$ cat config.mk
export PLATFORM = sky130hd
export DESIGN_NAME = serial_addsub
export DESIGN_NICKNAME = d
export VERILOG_FILES = /design/src/rtl/serial_addsub.sv
export SDC_FILE = /design/constraint.sdc
export NUM_CORES = 1
export LEC_CHECK = 0
export ABC_AREA = 1
export CAP_MARGIN = 40
export CORE_UTILIZATION = 46
export CTS_BUF_LIST = sky130_fd_sc_hd__clkbuf_8
export DETAILED_ROUTE_END_ITERATION = 10
export GPL_ROUTABILITY_DRIVEN = 1
export PLACE_DENSITY = 0.72
export SLEW_MARGIN = 25
export SYNTH_ARGS = -nofsm -noshare
export SYNTH_HDL_FRONTEND = slang
export SYNTH_SLANG_ARGS = --single-unit
export TNS_END_PERCENT = 5
$ cat constraint.sdc
create_clock -name clk -period 1 [get_ports clk]
set_input_delay 0.15 -clock clk [delete_from_list [all_inputs] [get_ports clk]]
set_output_delay 0.15 -clock clk [all_outputs]
set_load 0.01 [all_outputs]
$ cat src/rtl/serial_addsub.sv
// Bit-serial LSB-first add/subtract: one full-adder cell plus a carry flop reused over WIDTH clocks.
// Optional: define SERIAL_ADDSUB_SAT_EN to saturate r on signed overflow.
module serial_addsub #(
    parameter int WIDTH = 8
) (
    input  logic             clk,
    input  logic             rst_n,
    input  logic             start,
    input  logic             sub,
    input  logic [WIDTH-1:0] a,
    input  logic [WIDTH-1:0] b,
    output logic             busy,
    output logic             done,
    output logic [WIDTH-1:0] r,
    output logic             co,
    output logic             ovf
);

    localparam int CW = (WIDTH > 2) ? $clog2(WIDTH) : 1;
    localparam logic [CW-1:0] LAST = CW'(WIDTH - 1);

    typedef enum logic [1:0] {
        IDLE,
        SHIFT,
        DONE
    } state_t;

    state_t           r_state;
    logic [WIDTH-1:0] r_a;
    logic [WIDTH-1:0] r_b;
    logic [WIDTH-1:0] r_acc;
    logic [CW-1:0]    r_cnt;
    logic             r_carry;
    logic             r_cin_msb;
    logic             r_busy;
    logic             r_done;
    logic [WIDTH-1:0] r_r;
    logic             r_co;
    logic             r_ovf;
`ifdef SERIAL_ADDSUB_SAT_EN
    logic             r_amsb;
`endif

    logic             w_s;
    logic             w_c;
    logic             w_ovf;
    logic [WIDTH-1:0] w_res;

    // Single full-adder cell working on the current LSB pair.
    always_comb begin
        w_s = r_a[0] ^ r_b[0] ^ r_carry;
        w_c = (r_a[0] & r_b[0]) | (r_a[0] & r_carry) | (r_b[0] & r_carry);
    end

    // Final result selection; overflow is carry-in vs carry-out of the MSB.
    always_comb begin
        w_ovf = r_cin_msb ^ r_carry;
        w_res = r_acc;
`ifdef SERIAL_ADDSUB_SAT_EN
        if (w_ovf) begin
            // Overflow only when effective operands share a sign, so A's MSB gives the direction.
            w_res = r_amsb ? {1'b1, {(WIDTH-1){1'b0}}}
                           : {1'b0, {(WIDTH-1){1'b1}}};
        end
`endif
    end

    // Control FSM and datapath; outputs are registered and only touched on DONE.
    always_ff @(posedge clk or negedge rst_n) begin
        if (!rst_n) begin
            r_state   <= IDLE;
            r_a       <= '0;
            r_b       <= '0;
            r_acc     <= '0;
            r_cnt     <= '0;
            r_carry   <= 1'b0;
            r_cin_msb <= 1'b0;
            r_busy    <= 1'b0;
            r_done    <= 1'b0;
            r_r       <= '0;
            r_co      <= 1'b0;
            r_ovf     <= 1'b0;
`ifdef SERIAL_ADDSUB_SAT_EN
            r_amsb    <= 1'b0;
`endif
        end else begin
            r_done <= 1'b0;
            unique case (r_state)
                IDLE: begin
                    if (start) begin
                        r_a     <= a;
                        r_b     <= sub ? ~b : b;
                        r_carry <= sub;
                        r_cnt   <= '0;
                        r_busy  <= 1'b1;
                        r_state <= SHIFT;
`ifdef SERIAL_ADDSUB_SAT_EN
                        r_amsb  <= a[WIDTH-1];
`endif
                    end
                end
                SHIFT: begin
                    r_carry <= w_c;
                    r_a     <= {1'b0, r_a[WIDTH-1:1]};
                    r_b     <= {1'b0, r_b[WIDTH-1:1]};
                    r_acc   <= {w_s, r_acc[WIDTH-1:1]};
                    r_cnt   <= r_cnt + 1'b1;
                    if (r_cnt == LAST) begin
                        r_cin_msb <= r_carry;
                        r_busy    <= 1'b0;
                        r_state   <= DONE;
                    end
                end
                DONE: begin
                    r_done  <= 1'b1;
                    r_r     <= w_res;
                    r_co    <= r_carry;
                    r_ovf   <= w_ovf;
                    r_state <= IDLE;
                end
                default: begin
                    r_busy  <= 1'b0;
                    r_state <= IDLE;
                end
            endcase
        end
    end

    assign busy = r_busy;
    assign done = r_done;
    assign r    = r_r;
    assign co   = r_co;
    assign ovf  = r_ovf;

endmodule
==> results.py <==
metrics = {
    "outcome": {
        "status": "complete, but fails checks",
        "violations": "negative setup slack",
    },
    "placed_design": {
        "postPlaceCellArea_um2": 2390,
        "place_congestion": 0.768,
        "dpl.hpwl_um": 2510,
        "io_buffers": 31,
    },
    "floorplan": {
        "core_um2": 4000,
        "start_util": 0.482,
        "num_io_pins": 32,
        "rows": 23,
        "die_area_um2": 4460,
        "die_h_um": 66.8,
        "die_x_um": 66.8,
    },
    "worst_setup_path": {
        "cpMaxStageDelayCell": "fa_1",
        "reg2reg_depth": 3,
        "slowest_delay_ns": 0.53,
        "worstPathArrival_ns": 1.33,
        "cp.required_ns": 1.23,
        "critical_path_class": "flop to flop",
        "worstPathMaxFanout": 2,
        "setup.worst_path.end_class": "flop",
        "crit_chain": "fa_1 -> nand2_1 -> o21ai_1",
        "cp-start-kind": "flop",
    },
    "final_layout": {
        "seqCellArea_um2": 1080,
        "mostFrequentLayoutCell": "nand2_1",
        "multi_input_area_um2": 741,
        "syn2layout_area_growth_pct": 29.6,
        "final_cell_area_um2": 2500,
        "antenna_cells": 0,
        "fillCellCount": 374,
        "final_cell_mix": "79 x nand2_1, 43 x nand3_1, 43 x dfrtp_1, 19 x buf_4, 18 x clkdlybuf4s50_1",
        "nNetsFinal": 300,
        "drive_gt1_frac": 0.209,
    },
    "route": {
        "drt-total-wl_um": 3580,
        "postRouteAntennaNets": 0,
        "drcViolationCount": 0,
        "dr.pass1.iters": 4,
        "routedWlPerCell_um": 10.9,
        "first_iter_violations": 71,
        "via_per_inst": 4.88,
        "routed-via-count": 1599,
    },
    "power": {
        "report.power.total_mw": 6.24,
        "peakVddDrop_uv": 985,
        "power_density_nw_per_um2": 2500,
        "p_leak_nw": 1.28,
    },
    "job": {
        "drv_cap": 0,
    },
    "grt": {
        "track_usage": 0.189,
        "grt_max_degree": 32,
        "grt_overflow_total": 0,
        "antenna_found_initial": 0,
        "grt_pass1_wl_um": 6180,
        "grt_pass1_vias": 1420,
    },
    "logic_synthesis": {
        "synth_flop_cell": "dfrtp_1",
        "synth_cell_types": 17,
        "synth_area_per_cell_um2": 8.57,
        "ys_warn_count": 0,
        "synth-seq-cells": 43,
        "syn_nets": 248,
        "netlist_instances": 225,
        "async_reset_ff_frac": 1.00,
        "syn_area_um2": 1930,
        "synth-edff-count": 0,
        "seq_area_frac_synth": 0.558,
    },
    "clock_network": {
        "numCtsBuffers": 5,
        "cts.htree.levels": 2,
        "ctsRootBufferMaster": "clkbuf_8",
        "cts_tree": "yes",
        "clock_latency_ns": 0.30,
        "clkSlewWorstSetupHoldPaths_ns": 0.08,
        "clock_sinks": 43,
        "clock_path_buffers": 2,
    },
    "sta": {
        "setup_viol": 41,
        "finalWorstPathRequiredPeriod_ns": 1.10,
        "final-max-slew-violation-count": 0,
        "whs_ns": 0.275,
        "setup_ws_ns": -0.102,
        "max_freq_mhz": 907,
        "post-route-period-util": 1.10,
        "finalHoldViolCount": 0,
        "fin_skew_ns": 0.00668,
        "worst-slew-pin-transition_ns": 0.316,
        "slew_headroom": 0.789,
        "rsz0062_at_grt": "yes",
    },
    "hold_path": {
        "hold_path_class": "input pin to async pin",
    },
}
## sequential cells by signal, summed over array words and instances, names as in the netlist
register and flops:
r_b 8, r_cnt 3, ovf 1, co 1
r_state 2, r_carry 1, r_a 8, r_acc 8
r_cin_msb 1, busy 1, done 1, r 8
## area by class of cell
cell class	instances	area share
clock buffer	5	0.0275
clock inverter	3	0.00801
inverter	20	0.0320
multi-input combinational	152	0.296
sequential	43	0.430
tap	50	0.0250
timing repair buffer	55	0.181
## worst max-delay path: cells and delay by family (launching register included)
kind / cells / cell delay, ns
adder cells (fa/ha/maj): 1 / 0.53
flip-flops: 1 / 0.40
AO/OA/AOI/OAI: 1 / 0.06
AND/OR/NAND/NOR: 1 / 0.04
## kinds of logic after synthesis
family,count (synthesis),synth area share
and+or+nand+nor,128,0.283
DFF,43,0.558
buffers and inverters,30,0.0772
AOI/OAI and AO/OA,19,0.0493
adders and majority gates,3,0.0233
xor gates and xnor gates,2,0.00908
## power breakdown
group	internal, mW	switching [mW]
Sequential	2.39	0.352
Combinational	1.10	1.30
Clock	0.486	0.605
Total	3.98	2.26
## cell usage after synthesis, types with 2 or more instances
| cell type | count | share of area |
|---|---|---|
| nand2_1 | 80 | 0.16 |
| xor2_1 | 2 | 0.0091 |
| o21ai_0 | 16 | 0.042 |
| buf_6 | 4 | 0.023 |
| nand3_1 | 43 | 0.11 |
| nor2_1 | 2 | 0.0039 |
| inv_2 | 3 | 0.0058 |
| ha_1 | 2 | 0.013 |
| inv_1 | 17 | 0.033 |
| o21ai_1 | 3 | 0.0078 |
| dfrtp_1 | 43 | 0.56 |
| buf_2 | 5 | 0.013 |
## through the flow
step | instances | setup TNS (ns) | worst slack, ns | utilization
final | 328 | -1.80 | -0.102 | 0.625
after global routing | 328 | -4.86 | -0.169 | 0.625
after CTS | 327 | -2.59 | -0.112 | 0.618
after detailed placement | 316 | -5.22 | -0.221 | 0.596
after global placement | 316 | -4.44 | -0.175 | 0.596
after floorplan | 225 | -1.21 | -0.0739 | -
## timing repair
item / 4_1_cts / 5_1_grt
resized for setup: 58 / 7
pin swaps: 1 / 1
hold buffers: 1 / 0
endpoints found under the setup margin: 53 / 52
setup buffers: 2 / 1
endpoints found under the hold margin: 12 / 0
## worst paths after layout
check / to / slack (ns) / startpoint
min in group clk: r_a[7] / 0.38 / a[7]
hold reg to reg: co / 0.47 / co
max in group asynchronous: r_b[2] / 0.27 / rst_n
setup reg to reg: r_acc[7] / -0.10 / r_carry
setup / recovery: r_acc[7] / -0.10 / r_carry
hold / removal: r[2] / 0.28 / rst_n
## routing by layer
layer | global-route usage | share of wire
met1 | 0.238 | 0.47
met4 | 0.0718 | 0.015
met5 | 0 | 0
met2 | 0.302 | 0.47
met3 | 0.0565 | 0.047
Power figures use the tool's default switching activity.
